`src/rtl/instruction_fetch_unit_if.sv`:
```
// Bundles the memory-hierarchy request bus and the decode-side fetch
// handshake of the instruction fetch unit. The master view belongs to the
// fetch unit. The slave view belongs to the memory/decode environment.
interface instruction_fetch_unit_if #(
    parameter int ADDR_WIDTH = 8,
    parameter int INST_WIDTH = 16
);
    logic                  fetch_enable;
    logic                  mem_read_enable;
    logic [ADDR_WIDTH-1:0] mem_address;
    logic                  mem_rd_ready;
    logic [INST_WIDTH-1:0] mem_inst;
    logic                  redirect_valid;
    logic [ADDR_WIDTH-1:0] redirect_pc;
    logic                  fetch_valid;
    logic [INST_WIDTH-1:0] fetch_inst;
    logic [ADDR_WIDTH-1:0] fetch_pc;
    logic                  fetch_ready;

    modport master (
        input  fetch_enable,
        input  mem_rd_ready,
        input  mem_inst,
        input  redirect_valid,
        input  redirect_pc,
        input  fetch_ready,
        output mem_read_enable,
        output mem_address,
        output fetch_valid,
        output fetch_inst,
        output fetch_pc
    );

    modport slave (
        output fetch_enable,
        output mem_rd_ready,
        output mem_inst,
        output redirect_valid,
        output redirect_pc,
        output fetch_ready,
        input  mem_read_enable,
        input  mem_address,
        input  fetch_valid,
        input  fetch_inst,
        input  fetch_pc
    );
endinterface

```
`src/rtl/instruction_fetch_unit.sv`:
```
// Instruction fetch unit: owns the PC and issues one read at a time to the
// instruction memory hierarchy. Returned words are queued in a small FIFO
// for decode. A redirect flushes the FIFO and restarts at a new PC. A
// redirect that arrives while a read is still outstanding lets that read
// finish in DISCARD, and its data is then dropped.
module instruction_fetch_unit #(
    parameter int                    ADDR_WIDTH = 8,
    parameter int                    INST_WIDTH = 16,
    parameter logic [ADDR_WIDTH-1:0] RESET_PC   = '0,
    parameter int                    FIFO_DEPTH = 2
) (
    input  logic                     clock,
    input  logic                     reset,
    instruction_fetch_unit_if.master fetch_bus
);

    localparam int PTR_W = (FIFO_DEPTH > 1) ? $clog2(FIFO_DEPTH) : 1;
    localparam int CNT_W = $clog2(FIFO_DEPTH + 1);

    typedef enum logic [1:0] {
        IDLE    = 2'd0,
        REQ     = 2'd1,
        DISCARD = 2'd2
    } state_t;

    state_t                state;
    logic [ADDR_WIDTH-1:0] pc;
    logic [ADDR_WIDTH-1:0] req_addr;
    logic                  read_enable;

    logic [ADDR_WIDTH-1:0] pc_store   [FIFO_DEPTH];
    logic [INST_WIDTH-1:0] inst_store [FIFO_DEPTH];
    logic [PTR_W-1:0]      rd_ptr;
    logic [PTR_W-1:0]      wr_ptr;
    logic [CNT_W-1:0]      count;

    logic push;
    logic pop;
    logic flush;
    logic has_data;

    function automatic logic [PTR_W-1:0] ptr_next(input logic [PTR_W-1:0] ptr);
        if (ptr == PTR_W'(FIFO_DEPTH - 1)) begin
            return '0;
        end
        return ptr + 1'b1;
    endfunction

    // A redirect in any state flushes. Only a clean response in REQ is kept.
    assign flush    = fetch_bus.redirect_valid;
    assign has_data = (count != '0);
    assign push     = (state == REQ) && fetch_bus.mem_rd_ready && !fetch_bus.redirect_valid;
    assign pop      = has_data && fetch_bus.fetch_ready;

    // Request FSM. The read enable is registered and tracks the REQ/DISCARD states.
    always_ff @(posedge clock) begin
        if (!reset) begin
            state       <= IDLE;
            pc          <= RESET_PC;
            req_addr    <= RESET_PC;
            read_enable <= 1'b0;
        end else begin
            case (state)
                IDLE: begin
                    if (fetch_bus.redirect_valid) begin
                        pc <= fetch_bus.redirect_pc;
                    end else if (fetch_bus.fetch_enable && (count < CNT_W'(FIFO_DEPTH))) begin
                        // Issuing only with a free slot counted now guarantees room for the reply.
                        req_addr    <= pc;
                        pc          <= pc + 1'b1;
                        state       <= REQ;
                        read_enable <= 1'b1;
                    end
                end
                REQ: begin
                    if (fetch_bus.mem_rd_ready) begin
                        state       <= IDLE;
                        read_enable <= 1'b0;
                        if (fetch_bus.redirect_valid) begin
                            pc <= fetch_bus.redirect_pc;
                        end
                    end else if (fetch_bus.redirect_valid) begin
                        // The hierarchy cannot abort, so wait out the old read.
                        pc    <= fetch_bus.redirect_pc;
                        state <= DISCARD;
                    end
                end
                DISCARD: begin
                    if (fetch_bus.redirect_valid) begin
                        pc <= fetch_bus.redirect_pc;
                    end
                    if (fetch_bus.mem_rd_ready) begin
                        state       <= IDLE;
                        read_enable <= 1'b0;
                    end
                end
                default: begin
                    state       <= IDLE;
                    read_enable <= 1'b0;
                end
            endcase
        end
    end

    // FIFO occupancy and pointers. A flush overrides any push or pop in the same cycle.
    always_ff @(posedge clock) begin
        if (!reset) begin
            count  <= '0;
            rd_ptr <= '0;
            wr_ptr <= '0;
        end else if (flush) begin
            count  <= '0;
            rd_ptr <= '0;
            wr_ptr <= '0;
        end else begin
            if (push) begin
                wr_ptr <= ptr_next(wr_ptr);
            end
            if (pop) begin
                rd_ptr <= ptr_next(rd_ptr);
            end
            case ({push, pop})
                2'b10:   count <= count + 1'b1;
                2'b01:   count <= count - 1'b1;
                default: count <= count;
            endcase
        end
    end

    // FIFO storage. This is data only, so no reset is needed. Entries are valid only below count.
    always_ff @(posedge clock) begin
        if (push) begin
            pc_store[wr_ptr]   <= req_addr;
            inst_store[wr_ptr] <= fetch_bus.mem_inst;
        end
    end

    assign fetch_bus.mem_read_enable = read_enable;
    assign fetch_bus.mem_address     = req_addr;
    assign fetch_bus.fetch_valid     = has_data;
    assign fetch_bus.fetch_inst      = has_data ? inst_store[rd_ptr] : '0;
    assign fetch_bus.fetch_pc        = has_data ? pc_store[rd_ptr]   : '0;

endmodule

```
`src/flat_wrapper.sv`:
```
// flat-port wrapper written by rule: the top's interface ports become plain ports
module instruction_fetch_unit_flat 
#(
    parameter int                    ADDR_WIDTH = 8,
    parameter int                    INST_WIDTH = 16,
    parameter logic [ADDR_WIDTH-1:0] RESET_PC   = '0,
    parameter int                    FIFO_DEPTH = 2
)
  (clock, reset, fetch_bus_fetch_enable, fetch_bus_mem_rd_ready, fetch_bus_mem_inst, fetch_bus_redirect_valid, fetch_bus_redirect_pc, fetch_bus_fetch_ready, fetch_bus_mem_read_enable, fetch_bus_mem_address, fetch_bus_fetch_valid, fetch_bus_fetch_inst, fetch_bus_fetch_pc);
  instruction_fetch_unit_if #(.ADDR_WIDTH(ADDR_WIDTH), .INST_WIDTH(INST_WIDTH)) fetch_bus_i ();
  input  logic clock;
  input  logic reset;
  input wire logic [$bits(fetch_bus_i.fetch_enable)-1:0] fetch_bus_fetch_enable;
  input wire logic [$bits(fetch_bus_i.mem_rd_ready)-1:0] fetch_bus_mem_rd_ready;
  input wire logic [$bits(fetch_bus_i.mem_inst)-1:0] fetch_bus_mem_inst;
  input wire logic [$bits(fetch_bus_i.redirect_valid)-1:0] fetch_bus_redirect_valid;
  input wire logic [$bits(fetch_bus_i.redirect_pc)-1:0] fetch_bus_redirect_pc;
  input wire logic [$bits(fetch_bus_i.fetch_ready)-1:0] fetch_bus_fetch_ready;
  output wire logic [$bits(fetch_bus_i.mem_read_enable)-1:0] fetch_bus_mem_read_enable;
  output wire logic [$bits(fetch_bus_i.mem_address)-1:0] fetch_bus_mem_address;
  output wire logic [$bits(fetch_bus_i.fetch_valid)-1:0] fetch_bus_fetch_valid;
  output wire logic [$bits(fetch_bus_i.fetch_inst)-1:0] fetch_bus_fetch_inst;
  output wire logic [$bits(fetch_bus_i.fetch_pc)-1:0] fetch_bus_fetch_pc;
  assign fetch_bus_i.fetch_enable = fetch_bus_fetch_enable;
  assign fetch_bus_i.mem_rd_ready = fetch_bus_mem_rd_ready;
  assign fetch_bus_i.mem_inst = fetch_bus_mem_inst;
  assign fetch_bus_i.redirect_valid = fetch_bus_redirect_valid;
  assign fetch_bus_i.redirect_pc = fetch_bus_redirect_pc;
  assign fetch_bus_i.fetch_ready = fetch_bus_fetch_ready;
  assign fetch_bus_mem_read_enable = fetch_bus_i.mem_read_enable;
  assign fetch_bus_mem_address = fetch_bus_i.mem_address;
  assign fetch_bus_fetch_valid = fetch_bus_i.fetch_valid;
  assign fetch_bus_fetch_inst = fetch_bus_i.fetch_inst;
  assign fetch_bus_fetch_pc = fetch_bus_i.fetch_pc;
  instruction_fetch_unit #(.ADDR_WIDTH(ADDR_WIDTH), .INST_WIDTH(INST_WIDTH), .RESET_PC(RESET_PC), .FIFO_DEPTH(FIFO_DEPTH)) u_core (.clock(clock), .reset(reset), .fetch_bus(fetch_bus_i));
endmodule
```
`config.mk`:
```
export PLATFORM = sky130hd
export DESIGN_NAME = instruction_fetch_unit_flat
export DESIGN_NICKNAME = d
export VERILOG_FILES = /design/src/rtl/instruction_fetch_unit_if.sv /design/src/rtl/instruction_fetch_unit.sv /design/src/flat_wrapper.sv
export SDC_FILE = /design/constraint.sdc
export NUM_CORES = 1
export LEC_CHECK = 0
export ABC_AREA = 1
export CAP_MARGIN = 20
export CORE_MARGIN = 2
export CORE_UTILIZATION = 45
export CTS_CLUSTER_DIAMETER = 150
export DETAILED_ROUTE_END_ITERATION = 6
export GPL_TIMING_DRIVEN = 0
export MAX_ROUTING_LAYER = met4
export PLACE_DENSITY = 0.75
export SLEW_MARGIN = 20
export SYNTH_ARGS = -nofsm -noshare
export SYNTH_HDL_FRONTEND = slang
export SYNTH_SLANG_ARGS = --single-unit
```
`constraint.sdc`:
```
create_clock -name clock -period 2.15 [get_ports clock]
set_input_delay 0.43 -clock clock [delete_from_list [all_inputs] [get_ports clock]]
set_output_delay 0.43 -clock clock [all_outputs]
set_load 0.01 [all_outputs]
```
# Yosys cells after proc, flatten, opt, wreduce, memory -nomap -nowiden
# Memory sizes are Yosys's and may differ from the RTL's. A register that Yosys moved wholly into a read port is not among the register bits.
# Cells that the tools add are included.
# op_classes
add_sub_neg	5
n_mul	0
div_mod_pow	0
magnitude_cmp	1
n_eq_ne	11
shift	0
n_mux	35
n_bitwise	2
n_reduce_logical	15
# op_table
cell	n
8-bit 2-to-1 mux	4
1-bit 2-to-1 mux	21
16-bit 2-to-1 mux	1
8-bit case mux with 2 select lines	1
2-bit 2-to-1 mux	5
3-bit AND reduction	3
8-bit by 1-bit adder with 8-bit output (second input constant)	1
2-bit by 1-bit inequality test with 1-bit output (second input constant)	3
2-bit case mux with 3 select lines	1
2-bit nonzero test	3
2-bit by 1-bit == test with 1-bit output (second input constant)	2
2-bit == test (second input constant)	2
1-bit logical AND	4
2-bit inequality test (second input constant)	2
2-bit case mux with 2 select lines	1
4-bit AND reduction	1
2-bit OR reduction	2
3-bit by 2-bit inequality test with 1-bit output (second input constant)	1
3-bit inequality test (second input constant)	1
1-bit adder (second input constant)	2
2-bit by 1-bit adder with 2-bit output (second input constant)	1
2-bit zero test	1
2-bit < comparator (second input constant)	1
1-bit inverter	2
3 further kinds	3
# word_totals
regBits	23
latchBits	0
ramBits	48
mem_bits_ro	0
in_bits	30
n_memories	2
# mem_list
memory	words	word_bits	rd	rd_ports_with_merged_regs	write_ports	line_no	rtl
u_core.inst_store	2	16	1	1	1	instruction_fetch_unit.sv:32	logic [INST_WIDTH-1:0] inst_store [FIFO_DEPTH];
u_core.pc_store	2	8	1	1	1	instruction_fetch_unit.sv:31	logic [ADDR_WIDTH-1:0] pc_store [FIFO_DEPTH];

# Longest topological paths before layout
# depth
word_depth	8
depth_mapped	10
depth_no_buf	10

# Least setup slack after synthesis
# No wires, ideal clock.
# synth_path
kind	register to register
start	reg u_core.state[1]
end	mem u_core.inst_store[0][0], enable pin
setup_ns	0.405
arrival_ns	1.781
required_ns	1.745
setup_slack_ns	-0.036
stages_incl_launch_ff	5
n_path_buf	0
cell_sequence	dfxtp_1 > inv_1 > ha_1 > nand3_1 > nor2_1
# synth_between
elab_chain_len	5
# synth_lines
element	line_no	rtl
start: declaration	instruction_fetch_unit.sv:26	state_t state;
start signal: assignment	instruction_fetch_unit.sv:58	state <= IDLE;
start signal: assignment	instruction_fetch_unit.sv:71	state <= REQ;
start signal: assignment	instruction_fetch_unit.sv:77	state <= IDLE;
2-bit by 1-bit == test with 1-bit output	instruction_fetch_unit.sv:52	assign push = (state == REQ) && fetch_bus.mem_rd_ready && !fetch_bus.redirect_valid;
1-bit logical AND (2 in series)	instruction_fetch_unit.sv:52	
1-bit 2-to-1 mux	instruction_fetch_unit.sv:132	if (push) begin
1-bit 2-to-1 mux (implied by the code)	instruction_fetch_unit.sv:134	inst_store[wr_ptr] <= fetch_bus.mem_inst;
end: declaration	instruction_fetch_unit.sv:32	
# Every way passes these cells.

==> results.ini <==
[global_route]
gr-usage-all-layers_pct=17.6
grt_overflow=0
grt_antenna_before_repair=0
grt_pass1_vias=2162
grt_max_degree=25
grt_pass1_wl_mm=9.88

[critical_path]
crit_path_max_fanout=7
r2r-start=u_core.state[1]
slowest_delay_ps=570
crit_slowest_cell=clkdlybuf4s50_1
cp_cell_sequence=buf_4, inv_4, nand2_1, a21oi_1, clkdlybuf4s50_1
worst-setup-path-type=flip-flop to output pin
cp-start-kind=flip-flop
cp.arrival_ps=1610
critPathRequiredTime_ps=1720
endpoint_kind=output pin

[clocking]
clk_latency_ps=330
ctsLongestPathBuffers=2
cts.clk_slew.worst_paths_ps=60
cts_root_buffer=clkbuf_8
ctsHtreeMaxLevel=3
cts_made_buffers=9
cts_sinks=72
cts_tree=yes
cts_setup_buffers=0

[sta]
rsz0062_at_grt=false
worst_clock_skew_ps=6.75
hold_viol=0
period_needed_ps=2040
post-route-period-util_pct=95.1
relSlewSlack_pct=52.2
holdWs_ps=476
setup_ws_ps=106
setup_viol=0
worst_pin_slew_ps=715
drv_slew=0
setup_tns_ps=0
fmax_ghz=0.489

[yosys]
ys_types=24
synth_top_area_cell=edfxtp_1
ys_seq_area_share_pct=63.6
synth-edff-count=48
synth-seq-cells=72
yosys.area.top_type_share_pct=47.7
synth_top_cells_by_area=edfxtp_1, dfxtp_1, nand2_1, a21oi_1, nor2_1
yosys_most_used_dff=edfxtp_1
synthArstFlopShare_pct=0
yosysWarnings=0
syn_nets=344
avgSynthCellArea_um2=9.88
syn_inst=306
synthesis.area_mm2=0.00302

[detailed_routing]
drtIter0Drc=87
wire_per_inst_um=13.4
via_count=2320
viasPerCell=5.02
postRouteAntennaNets=0
dr.pass1.iters=4
wl_mm=6.18
drc=0

[die]
coreArea_mm2=0.00642
dieArea_mm2=0.00739
start_util_pct=47.1
rows=29
die_w_um=86.0
die_h_um=86.0
ioPinCount=64

[place]
place_area_mm2=0.00376
place_ws_ps=-270
portBuffers=63
dpl.cell_count=446
gp_congestion=0.882
place_hpwl_mm=4.20

[finish]
stdcell_area_mm2=0.00398
drive_gt1_share_pct=8.31
n_antenna_cell=0
fin_nets=418
instances_no_fill=462
area_growth_pct=31.6
final_core_util_pct=61.9

[worst_hold_path]
worst_hold_startpoint=u_core.rd_ptr
min_path_type=flip-flop to flip-flop

[power]
power_leakage_nw=1.60
vdd_drop_max_mv=0.531
p_per_area_mw_per_mm2=956
fin_total_pwr_mw=3.80

[flow_run]
max_cap_violations=0

[run_status]
status=completed

placed cells by master, fill, tap and decap left out, drive strengths merged, types with 2 or more instances in the layout:
| cell | count |
|---|---|
| nand2 | 85 |
| edfxtp | 48 |
| clkdlybuf4s50 | 42 |
| a21oi | 41 |
| nor2 | 34 |
| dfxtp | 24 |
| o21ai | 21 |
| dlygate4sd2 | 21 |
| inv | 18 |
| clkbuf | 14 |
| nand3 | 9 |
| ha | 8 |
| buf | 8 |
| or2 | 2 |
| bufinv | 2 |
| clkinv | 2 |
cell families after synthesis:
group | synth area share, %
DFF | 63.6
buffers and inverters | 4.02
xor gates and xnor gates | 0.290
adders and majority gates | 3.31
AOI/OAI and AO/OA | 11.0
and+or+nand+nor | 17.8
synthesized netlist by cell type, types with 2 or more instances:
| master | number |
|---|---|
| dfxtp_1 | 24 |
| nand2_1 | 84 |
| clkbuf_1 | 2 |
| ha_1 | 8 |
| edfxtp_1 | 48 |
| inv_1 | 17 |
| nor2_1 | 33 |
| buf_2 | 4 |
| buf_1 | 2 |
| or2_2 | 2 |
| a21oi_1 | 41 |
| o21ai_0 | 21 |
| nand3_1 | 9 |
critical path, delay by kind of cell, from the launching register on:
kind,cells,cell delay [ps]
buffers and inverters,3,820
flip-flops,1,300
AO/OA/AOI/OAI,1,120
AND/OR/NAND/NOR,1,50
final cells by class:
class | instances | area, µm²
plain buffers | 10 | 80.1
well taps | 77 | 96.3
repair buffers | 63 | 604
clock inverters | 4 | 70.1
multi-input cells | 206 | 1000
inverters | 18 | 70.1
clock buffers | 12 | 135
fillers | 545 | 2440
flip-flops and latches | 72 | 1920
sequential cells by signal (all words and copies together), names as in the netlist, named ones only:
name	cells
u_core.count	2
u_core.state	2
u_core.fetch_bus.mem_address	8
u_core.pc	8
u_core.fetch_bus.mem_read_enable	1
u_core.rd_ptr	1
u_core.wr_ptr	1
u_core.inst_store	32
u_core.pc_store	16
path summary, 6_finish.rpt:
| kind | to | slack, ps | cells past startpoint |
|---|---|---|---|
| setup / recovery | fetch_bus_fetch_pc[6] | 110 | 5 |
| hold reg to reg | u_core.rd_ptr | 480 | 1 |
| hold / removal | u_core.rd_ptr | 480 | 1 |
| setup reg to reg | u_core.inst_store[0][4] | 310 | 4 |
per-layer routing:
| metal | global-route usage (%) | part of all wire, % |
|---|---|---|
| met5 | - | 0 |
| met4 | 5.63 | 0.99 |
| met3 | 4.43 | 5.2 |
| met2 | 28.5 | 48 |
| met1 | 21.8 | 46 |
timing repair:
action,4_1_cts,5_1_grt
hold buffers,0,0
resized for setup,33,1
endpoints found under the setup margin,23,1
gates cloned,0,0
hold endpoints to repair,0,0
power breakdown:
part / internal (mW) / switching, mW
clock network: 0.651 / 0.457
registers: 1.66 / 0.149
logic: 0.378 / 0.502
No activity file was read; power rests on OpenSTA's default activity.
